<file path="config.mk">
export PLATFORM = sky130hd
export DESIGN_NAME = gpio_pattern_sequencer
export DESIGN_NICKNAME = d
export VERILOG_FILES = /design/src/rtl/gpio_seq_pkg.sv /design/src/rtl/gpio_seq_next_pattern.sv /design/src/rtl/gpio_pattern_sequencer.sv
export SDC_FILE = /design/constraint.sdc
export NUM_CORES = 1
export LEC_CHECK = 0
export CAP_MARGIN = 40
export CORE_UTILIZATION = 45
export DETAILED_ROUTE_END_ITERATION = 8
export PLACE_DENSITY = 0.74
export SLEW_MARGIN = 20
export SYNTH_ARGS = -nofsm -noshare
export SYNTH_HDL_FRONTEND = slang
export SYNTH_SLANG_ARGS = --single-unit
</file>
<file path="constraint.sdc">
create_clock -name clk -period 4.2 [get_ports clk]
set_input_delay 0.84 -clock clk [delete_from_list [all_inputs] [get_ports clk]]
set_output_delay 0.84 -clock clk [all_outputs]
set_load 0.03 [all_outputs]
</file>
<file path="src/rtl/gpio_seq_pkg.sv">
// Shared constants for the GPIO pattern sequencer: FSM encoding, pattern modes
// and AXI-lite values.
package gpio_seq_pkg;

   localparam logic [1:0] ST_IDLE  = 2'd0;
   localparam logic [1:0] ST_ISSUE = 2'd1;
   localparam logic [1:0] ST_RESP  = 2'd2;
   localparam logic [1:0] ST_WAIT  = 2'd3;

   localparam logic [1:0] MODE_CNT    = 2'b00;
   localparam logic [1:0] MODE_WALK   = 2'b01;
   localparam logic [1:0] MODE_TOGGLE = 2'b10;
   localparam logic [1:0] MODE_HOLD   = 2'b11;

   localparam logic [1:0]  AXI_RESP_OKAY   = 2'b00;
   localparam logic [11:0] GPIO_REG_OFFSET = 12'h000;

endpackage

</file>
<file path="src/rtl/gpio_seq_next_pattern.sv">
// Combinational next-pattern generator: counter, walking-one, toggle or hold.
module gpio_seq_next_pattern
   import gpio_seq_pkg::*;
#(
   parameter int W = 32
) (
   input  logic [W-1:0] cur,
   input  logic [1:0]   mode,
   output logic [W-1:0] nxt
);

   always_comb begin
      nxt = cur;
      case (mode)
         MODE_CNT:    nxt = cur + W'(1);
         // an all-zero pattern would rotate forever as zero, so it restarts the walk
         MODE_WALK:   nxt = (cur == '0) ? W'(1) : {cur[W-2:0], cur[W-1]};
         MODE_TOGGLE: nxt = ~cur;
         default:     nxt = cur;
      endcase
   end

endmodule

</file>
<file path="src/rtl/gpio_pattern_sequencer.sv">
// AXI-lite write-only master that periodically writes a generated pattern to
// the GPIO output register, one outstanding write at a time.
module gpio_pattern_sequencer
   import gpio_seq_pkg::*;
#(
   parameter int ADDR_WIDTH = 12,
   parameter int DATA_WIDTH = 32,
   parameter logic [ADDR_WIDTH-1:0] GPIO_ADDR = ADDR_WIDTH'(GPIO_REG_OFFSET),
   parameter int CNT_WIDTH = 24
) (
   input  logic                    clk,
   input  logic                    resetn,
   input  logic                    enable,
   input  logic [1:0]              mode,
   input  logic [DATA_WIDTH-1:0]   seed,
   input  logic [CNT_WIDTH-1:0]    interval,
   output logic [ADDR_WIDTH-1:0]   m_axi_awaddr,
   output logic                    m_axi_awvalid,
   input  logic                    m_axi_awready,
   output logic [DATA_WIDTH-1:0]   m_axi_wdata,
   output logic [DATA_WIDTH/8-1:0] m_axi_wstrb,
   output logic                    m_axi_wvalid,
   input  logic                    m_axi_wready,
   input  logic [1:0]              m_axi_bresp,
   input  logic                    m_axi_bvalid,
   output logic                    m_axi_bready,
   output logic [DATA_WIDTH-1:0]   pattern_out,
   output logic [15:0]             write_count,
   output logic                    err
);

   logic [1:0]            state;
   logic [DATA_WIDTH-1:0] cur, nxt, pat;
   logic [CNT_WIDTH-1:0]  cnt;
   logic [15:0]           wcnt;
   logic                  aw_vld, w_vld, b_rdy, err_r;

   gpio_seq_next_pattern #(.W(DATA_WIDTH)) u_next (
      .cur  (cur),
      .mode (mode),
      .nxt  (nxt)
   );

   always_ff @(posedge clk) begin
      if (!resetn) begin
         state  <= ST_IDLE;
         aw_vld <= 1'b0;
         w_vld  <= 1'b0;
         b_rdy  <= 1'b0;
         cur    <= '0;
         pat    <= '0;
         wcnt   <= '0;
         err_r  <= 1'b0;
         cnt    <= '0;
      end else begin
         case (state)
            ST_IDLE: begin
               if (enable) begin
                  cur    <= seed;
                  err_r  <= 1'b0;
                  wcnt   <= '0;
                  aw_vld <= 1'b1;
                  w_vld  <= 1'b1;
                  state  <= ST_ISSUE;
               end
            end
            ST_ISSUE: begin
               // each channel retires on its own handshake; enable is ignored here
               if (m_axi_awready) aw_vld <= 1'b0;
               if (m_axi_wready)  w_vld  <= 1'b0;
               if ((!aw_vld || m_axi_awready) && (!w_vld || m_axi_wready)) begin
                  b_rdy <= 1'b1;
                  state <= ST_RESP;
               end
            end
            ST_RESP: begin
               if (m_axi_bvalid) begin
                  if (m_axi_bresp != AXI_RESP_OKAY) err_r <= 1'b1;
                  pat   <= cur;
                  wcnt  <= wcnt + 16'd1;
                  cur   <= nxt;
                  cnt   <= interval;
                  b_rdy <= 1'b0;
                  state <= enable ? ST_WAIT : ST_IDLE;
               end
            end
            ST_WAIT: begin
               if (!enable) begin
                  state <= ST_IDLE;
               end else if (cnt == '0) begin
                  aw_vld <= 1'b1;
                  w_vld  <= 1'b1;
                  state  <= ST_ISSUE;
               end else begin
                  cnt <= cnt - CNT_WIDTH'(1);
               end
            end
            default: state <= ST_IDLE;
         endcase
      end
   end

   assign m_axi_awaddr  = GPIO_ADDR;
   assign m_axi_awvalid = aw_vld;
   assign m_axi_wdata   = cur;
   assign m_axi_wstrb   = '1;
   assign m_axi_wvalid  = w_vld;
   assign m_axi_bready  = b_rdy;
   assign pattern_out   = pat;
   assign write_count   = wcnt;
   assign err           = err_r;

endmodule

</file>
==> flow_summary.ini <==
[critical_path]
cp-end-kind = register
critical_path_class = in2reg
cp-start-kind = primary input
cp_max_fo = 19
cp_slowest_cell = clkdlybuf4s50_1
cp_cell_sequence = clkdlybuf4s50_1 -> inv_1 -> ha_1 -> or3_1 -> o211a_1 -> buf_4 -> nand2_1 -> mux2i_1 -> a221oi_1
path_buf_inv = 3
cp_slowest_stage_delay_ns = 0.53
cp.arrival_ns = 3.34
crit_family = buffers and inverters
required_ns = 4.47

[timing]
final.setup_skew_ns = 0.00511
rsz0062_at_grt = false
hold_ws_ns = 0.456
period_minus_slack_ns = 3.06
slew_headroom_pct = 46.0
period_share_pct = 72.9
worst_pin_slew_ns = 0.804
finalSetupViolCount = 0
setup-tns-final_ns = 0
hold_viol = 0
report.final.slew_viol_count = 0
max_freq_ghz = 0.326

[cts]
hold_buffers = 0
clock-sinks = 110
root_buffer = clkbuf_16
h-tree-depth = 3
clk_latency_ns = 0.36
cts_tree = yes
tritoncts.num_buffers = 9
post_cts_buffers = 0
path_clk_slew_ns = 0.08
clockBufferDepth = 2
post_cts_resized = 0

[cells_and_area]
layout_commonest_cell = clkdlybuf4s50_1
utilization_pct = 58.8
nets = 1084
layout_common_cells = clkdlybuf4s50_1 (149), nand2_1 (141), dfxtp_1 (110)
area_growth_pct = 26.5
final_area_mm2 = 0.00862
drive_above_1_share_pct = 5.32
diodes = 0

[logic_synthesis]
synth.distinct_cells = 72
syn-cell-area_mm2 = 0.00681
synth.top_cell.area_share_pct = 32.3
synthCells = 923
yosysWarnings = 0
synth-async-reset-ratio_pct = 0
synth.top_cells.by_area = dfxtp_1 (32%), nand2_1 (7.8%), a21oi_1 (6.2%)
post_synth.cell_area_avg_um2 = 7.38
ys_seq_area_share_pct = 32.3
ys.flop_type = dfxtp_1
synth_seq_cells = 110
synth-edff-count = 0
synth_top_area_cell = dfxtp_1

[detailed_routing]
wire_per_inst_um = 17.7
via_count = 7373
ant_nets = 0
finalWirelength_mm = 21.2
dr.pass1.iters = 7
drc = 12
viasPerCell = 6.15
drtIter0Drc = 659

[floorplanning]
ios = 166
initial_core_util_pct = 46.5
rows = 44
die_y_um = 125
die_x_um = 125
core_area_mm2 = 0.0146
die_area_mm2 = 0.0156

[grt]
grt_pass1_vias = 6598
antenna_found_initial = 0
grt_max_degree = 57
grt_pass1_wl_mm = 34.6
grt_overflow_total = 0
track_usage_pct = 27.0

[outcome]
status = finished, violations left
violations = design-rule violations

[place]
hpwl_mm = 14.4
postPlaceCellArea_mm2 = 0.00828
gp_congestion = 0.863
port_buffers = 149

[power_and_ir_drop]
power_switching_w = 0.00129
power_w = 0.00331
pwr-share-comb_pct = 32.3
switching_share_pct = 38.9
vdd_ir_drop_max_mv = 0.238
p_clk_share_pct = 28.5
p_int_w = 0.00202
cellLeakagePower_nw = 2.89
powerDensity_mw_per_mm2 = 384
p_seq_share_pct = 39.2

[worst_hold_path]
hp-class = reg2reg

[flow_run]
drv_cap = 0
cells by family (layout without fill, tap and decap cells):
logic type      count (synthesis)  count (layout)  share of synthesized area, %
buf+inv                       131             209                          8.47
simple gates                  369             369                          26.1
fa+ha+maj                       8               8                          1.47
xor+xnor                       18              18                          2.32
mux                             8               8                          1.23
compound gates                277             277                          28.0
other cells                     2              16                         0.110
flops                         110             110                          32.3
synth_stat cells (13+ instances only):
master,count
clkbuf_1,86
a31oi_1,13
nor3_1,24
nor2_1,63
nand3_1,37
o21ai_0,32
a21oi_1,84
buf_4,16
nor4_1,22
dfxtp_1,110
nand2_1,141
or3_1,13
nand4_1,20
o211ai_1,21
inv_1,23
area by class of cell:
class / count / area, µm²
Timing Repair Buffer: 170 / 1680
Tap cell: 184 / 230
Sequential cell: 110 / 2200
Inverter: 23 / 86.3
Fill cell: 1361 / 6030
Clock buffer: 9 / 225
Clock inverter: 7 / 100
Multi-Input combinational cell: 696 / 4090
flip-flops by register name, indices dropped and copies added (netlist names):
register       count
state              2
pattern_out       32
cnt               24
m_axi_wvalid       1
write_count       16
m_axi_bready       1
err                1
m_axi_wdata       32
m_axi_awvalid      1
metal layers:
layer / track usage (%) / up-vias / share of wire, % / wire, µm
met3: 4.45 / 38 / 7.7 / 1630
met5: 0 / - / 0 / 0
met4: 10.4 / 0 / 2.2 / 460
li1: - / 3544 / - / -
met1: 35.5 / 3453 / 43 / 9100
met2: 44.5 / 338 / 47 / 10000
worst register-to-register path: stages, from the launching register on:
cell,delay [ns]
dfxtp_1,0.59
and4_1,0.30
nand4_1,0.53
or4_1,0.68
a2111oi_0,0.40
o31a_1,0.16
path summary, 6_finish.rpt:
kind                                      from                           end  slack (ns)  cells past startpoint
setup / recovery                       mode[1]  m_axi_wdata[28]$_SDFFE_PN0P_        1.14                      9
hold / removal    pattern_out[10]$_SDFFE_PN0P_  pattern_out[10]$_SDFFE_PN0P_        0.46                      2
setup reg to reg  m_axi_wdata[14]$_SDFFE_PN0P_  m_axi_wdata[22]$_SDFFE_PN0P_        1.49                      5
hold reg to reg   pattern_out[10]$_SDFFE_PN0P_  pattern_out[10]$_SDFFE_PN0P_        0.46                      2
stage by stage:
stage | instances | setup WS (ns)
after floorplan | 937 | 1.51
after global placement | 1182 | 0.878
after detailed placement | 1182 | 0.812
after CTS | 1198 | 1.18
after global routing | 1199 | 1.02
final | 1199 | 1.14
power groups by stage:
stage | Sequential [W] | Combinational, W | Clock [W]
6_report | 0.00129 | 0.00107 | 0.000943
5_1_grt | 0.00131 | 0.00116 | 0.00100
4_1_cts | 0.00129 | 0.00106 | 0.000963
3_5_place_dp | 0.00131 | 0.00105 | 0
3_3_place_gp | 0.00131 | 0.00104 | 0
2_1_floorplan | 0.00132 | 0.000676 | 0
Power figures use the tool's default switching activity.
==> edit 1: new RTL, config.mk and constraints unchanged <==
Put one more register stage on the output `write_count`, cleared by the reset. The value now appears one clock later. The other outputs are not delayed to match.
--- a/src/rtl/gpio_pattern_sequencer.sv
+++ b/src/rtl/gpio_pattern_sequencer.sv
@@ -109,3 +109,9 @@
    assign pattern_out   = pat;
-   assign write_count   = wcnt;
+   always_ff @(posedge clk) begin
+      if (!resetn) begin
+         write_count <= '0;
+      end else begin
+         write_count <= wcnt;
+      end
+   end
    assign err           = err_r;
Behaviour: not the same (Yosys sat finds a counterexample within 4 cycles, from zero or initial values and one cycle with resetn low).
==> edit 1 against the unedited design <==
- die area increased by 4.9%
- area after synthesis increased by 5.0%
- worst setup slack improved by 140 ps
- global-route usage about the same
- routed wire length increased by 1.9%
- fmax increased by 4.8%
- design area increased by 7.3%
- first-iteration DRC count decreased by 4.6%
- sequential cell count increased by 16
- total power increased by 16%
==> edit 1: results (changes against the unedited design) <==
outcome:
  outcome: "complete, no violations"
min_path:
  min_from: "err"
  hold_end: "err"
routing:
  num_vias: 7449  # +1.0%
  drt_iter0_drc: 629  # -4.6%
  drt_wl_total_mm: 21.6  # +1.9%
  drt-pass1-iter-count: 5  # -2
  viasPerCell: 5.82  # -5.3%
sta:
  skew_ps: 7.03  # +1.93 ps
  setup_ws_ps: 1280  # +141 ps
  worst_pin_slew_ps: 899  # +95.8 ps
  hold-worst-slack_ps: 446  # -10.6 ps
logic_synthesis:
  ys_types: 76  # +5.6%
  synth_compound_area_share_pct: 25.8  # -2.3 points
  synthTopCellsByCount: "nand2_1 (148), dfxtp_1 (126), a21oi_1 (107)"
  syn_area_per_cell_um2: 7.47  # +1.3%
  synthMuxAreaShare_pct: 0.437  # -0.79 points
  seq_area_frac_synth_pct: 35.3  # +2.9 points
  netlist.area_leader.share_pct: 35.3  # +2.9 points
  synth_xor_area_share_pct: 3.18  # +0.87 points
finish:
  utilization_pct: 60.2  # +1.3 points
  signal_buffers: 169  # -0.59%
  fillers: 1440  # +5.8%
  nMultiInputCombCells: 721  # +3.6%
  ff_latch_area_um2: 2520  # +15%
  inv_count: 20  # -13%
  multi_input_area_share_pct: 44.7  # -2.7 points
  stdcell_area_um2: 9250  # +7.3%
  layout-drive-gt1-share_pct: 6.74  # +1.4 points
  clock_cell_area_share_pct: 6.48  # +2.7 points
  nets: 1129  # +4.2%
place:
  place_congestion: 0.885  # +2.6%
  placed_cell_area_um2: 8650  # +4.5%
  dp_hpwl_mm: 14.3  # about the same
  place_ws_ps: 869  # +56.2 ps
  place_inst: 1247  # +5.5%
critical_path:
  startpoint: "mode[0]"
  ff2ff_path_depth: 6  # +1
  cp.arrival_ps: 3290  # -50 ps
  cp_max_fo: 16  # -3
  crit_path_end: "m_axi_wdata[24]"
  r2r_slack_ps: 1510  # +20 ps
  slowest_delay_ps: 480  # -50 ps
  r2r_start: "m_axi_wdata[0]"
clocking:
  clkTransAtPathRegs_ps: 60  # -20 ps
  cts_buffers: 17  # +8
  htree_levels: 4  # +1
  cts.sinks: 126  # +15%
  clock_latency_ps: 430  # +70 ps
global_routing:
  grt_pass1_wl_mm: 35.3  # +2.0%
  grt_start_max_net_pins: 55  # -3.5%
  grt_pass1_vias: 6940  # +5.2%
  grt_usage_pct: 27.0  # about the same
power_and_ir_drop:
  total_leakage_power_nw: 3.28  # +13%
  peakVddDrop_v: 0.000316  # +33%
==> edit 1: cell count changes after synthesis, sizes merged, moves of 8 or more <==
cell    unedited run  this run
o21a              10         1
buf               21        33
a21oi             84       107
or3               13         3
clkbuf            87        71
a311oi             3        11
and2              10        22
o311ai             8         0
nor2              63        73
dfxtp            110       126
o21ai             37        46
==> edit 1: worst max-delay path: cells and delay by family <==
| kind | cells | cell delay [ps] |
|---|---|---|
| AO/OA/AOI/OAI | 4 | 820 |
| buffers and inverters | 3 | 830 |
| AND/OR/NAND/NOR | 1 | 480 |
| adder cells (fa/ha/maj) | 1 | 310 |
==> edit 1: routing by layer <==
metal	wire, um	part of all wire, %	up-vias	global-route usage [%]
met5	0	0	-	0
met4	571	2.6	0	11.7
met3	1580	7.3	48	6.01
met2	9800	45	294	43.0
met1	9630	45	3497	35.2
li1	-	-	3610	-
==> edit 1: report_power, final <==
part	total (mW)	internal (mW)	switching [mW]
clock network	1.50	0.893	0.610
registers	1.41	1.26	0.151
logic	0.922	0.364	0.558
==> edit 2: new RTL, config.mk and constraints unchanged <==
Without the edit above. Set the parameter `DATA_WIDTH` to 48 (it was 32).
--- a/src/rtl/gpio_pattern_sequencer.sv
+++ b/src/rtl/gpio_pattern_sequencer.sv
@@ -6,3 +6,3 @@
    parameter int ADDR_WIDTH = 12,
-   parameter int DATA_WIDTH = 32,
+   parameter int DATA_WIDTH = 48,
    parameter logic [ADDR_WIDTH-1:0] GPIO_ADDR = ADDR_WIDTH'(GPIO_REG_OFFSET),
Ports: changed (resized m_axi_wdata, m_axi_wstrb, pattern_out and seed); port bits go from 166 to 216. The function was not compared with the original's and may differ.
==> edit 2 against the unedited design <==
- sequential cell count up 32
- non-clock buffer count up 59
- routed wire length up 41%
- highest routed layer unchanged
- worst setup slack worse by 230 ps
- area after synthesis up 27%
- design area up 31%
- largest power group is now clock
- global-route usage up 3.3 points
- total power up 36%
==> edit 2: results (changes against the unedited design) <==
clocking:
  cts_buffers: 17  # +8
  cts_buffer_depth: 2  # unchanged
  htree_levels: 4  # +1
  clock_latency_ps: 430  # +70 ps
  post_cts_buffers: 0  # unchanged
  clkTransAtPathRegs_ps: 60  # -20 ps
  cts_resized: 0  # unchanged
  cts_root_buf: "clkbuf_16"
finish:
  fillers: 1756  # +29%
  layout-drive-gt1-share_pct: 6.26  # +0.94 points
  nets: 1436  # +32%
  antenna-diode-count: 0  # unchanged
critical_path:
  cp_max_fo: 29  # +10
  r2r_start: "m_axi_wdata[8]"
  slowest_delay_ps: 630  # +100 ps
  cp_top_family: "compound AO/OA/AOI/OAI gates"
  slowest_stage: "nor3_1"
  startpoint: "mode[0]"
  cp.arrival_ps: 3600  # +260 ps
global_routing:
  grt_pass1_wl_mm: 47.6  # +38%
  grt_usage_pct: 30.3  # +3.3 points
  grt_start_max_net_pins: 61  # +7.0%
  grt_pass1_vias: 9022  # +37%
  antenna_found_initial: 0  # unchanged
sta:
  setup_violations: 0  # unchanged
  skew_ps: 9.88  # +4.77 ps
  final.setup.tns_ps: 0  # unchanged
  worst_pin_slew_ps: 836  # +32.8 ps
routing:
  drtAntennaViolNets: 0  # unchanged
  drt_iter0_drc: 1033  # +57%
  viasPerCell: 6.13  # -0.37%
  drt-pass1-iter-count: 5  # -2
  drt_wl_total_mm: 29.9  # +41%
place:
  place_congestion: 0.936  # +8.5%
  io_buffer_count: 197  # +32%
  dp_hpwl_mm: 20.4  # +42%
logic_synthesis:
  ys_async_sr_fraction_pct: 0  # unchanged
  synth.area.top_cells: "dfxtp_1 (33%), a21oi_1 (9.1%), nand2_1 (8.7%)"
  synthTopCellsByCount: "nand2_1 (201), a21oi_1 (157), dfxtp_1 (142)"
  ys_warn_count: 0  # unchanged
  ys_types: 79  # +9.7%
  seq_area_frac_synth_pct: 32.8  # +0.44 points
  synth_most_common_cell: "nand2_1"
  synth_flop_cell: "dfxtp_1"
min_path:
  min_from: "pattern_out[40]"
  hp-class: "flop to flop"
power_and_ir_drop:
  peakVddDrop_v: 0.000296  # +24%
  total_leakage_power_nw: 3.85  # +33%
outcome:
  outcome: "complete, no violations"
## edit 2: cell count changes after synthesis, moves of 16 or more
cell,change
o21ai_0,+47
nor3_1,+21
nand2_1,+60
a211oi_1,+16
dfxtp_1,+32
a21oi_1,+73
nor2_1,+28
## edit 2: layout make-up
cell class                 instances  area (um2)  share of cell area [%]
tap                              234         293                    2.60
clock buffer                      19         443                    3.93
inverter                          17        65.1                   0.578
sequential                       142        2840                    25.2
multi-input combinational        939        5200                    46.2
clock inverter                    11         191                    1.70
timing repair buffer             229        2230                    19.8
## edit 2: worst paths after layout
check,endpoint,slack [ps],depth (start not counted)
worst max-delay path,m_axi_wdata[15],900,8
worst min-delay path,pattern_out[40],450,2
worst max register to register,m_axi_wdata[45],1120,6
worst min register to register,pattern_out[40],450,2
## edit 2: through the flow
| stage | cell area (um2) | instances | worst slack (ps) |
|---|---|---|---|
| floorplan | 8730 | 1239 | 1370 |
| global placement | 10600 | 1559 | 638 |
| detailed placement | 10600 | 1560 | 543 |
| CTS | 11200 | 1590 | 952 |
| global route | 11300 | 1591 | 653 |
| finish | 11300 | 1591 | 905 |
## edit 2: where the power goes
part	leakage [nW]	total (mW)	switching, mW	internal [mW]
combinational	2.40	1.20	0.736	0.461
sequential	1.15	1.64	0.206	1.43
clock	0.301	1.67	0.605	1.06
total	3.85	4.50	1.55	2.96
## edit 2: cells by family after synthesis
family                     Yosys count  synth area share [%]
AOI/OAI and AO/OA                  384                  27.0
xor gates and xnor gates            32                  3.23
adders and majority gates            8                  1.15
buffers and inverters              158                  8.27
DFF                                142                  32.8
muxes                                5                 0.592
other                                2                0.0866
and+or+nand+nor                    492                  26.9
## edit 2: tightest hold or removal path, delay by kind of cell, from the launching register on
family           cells  cell delay [ps]
flip-flops           1              310
AO/OA/AOI/OAI        1               50
AND/OR/NAND/NOR      1               50
## edit 2: routing by layer
layer | up-vias | part of all wire [%] | GRT usage [%] | wire length (um)
met1 | 4506 | 41 | 38.1 | 12200
met5 | - | 0 | 0 | 0
met4 | 0 | 3.8 | 14.6 | 1130
li1 | 4604 | - | - | -
met2 | 551 | 46 | 48.5 | 13800
met3 | 86 | 9.4 | 7.44 | 2800
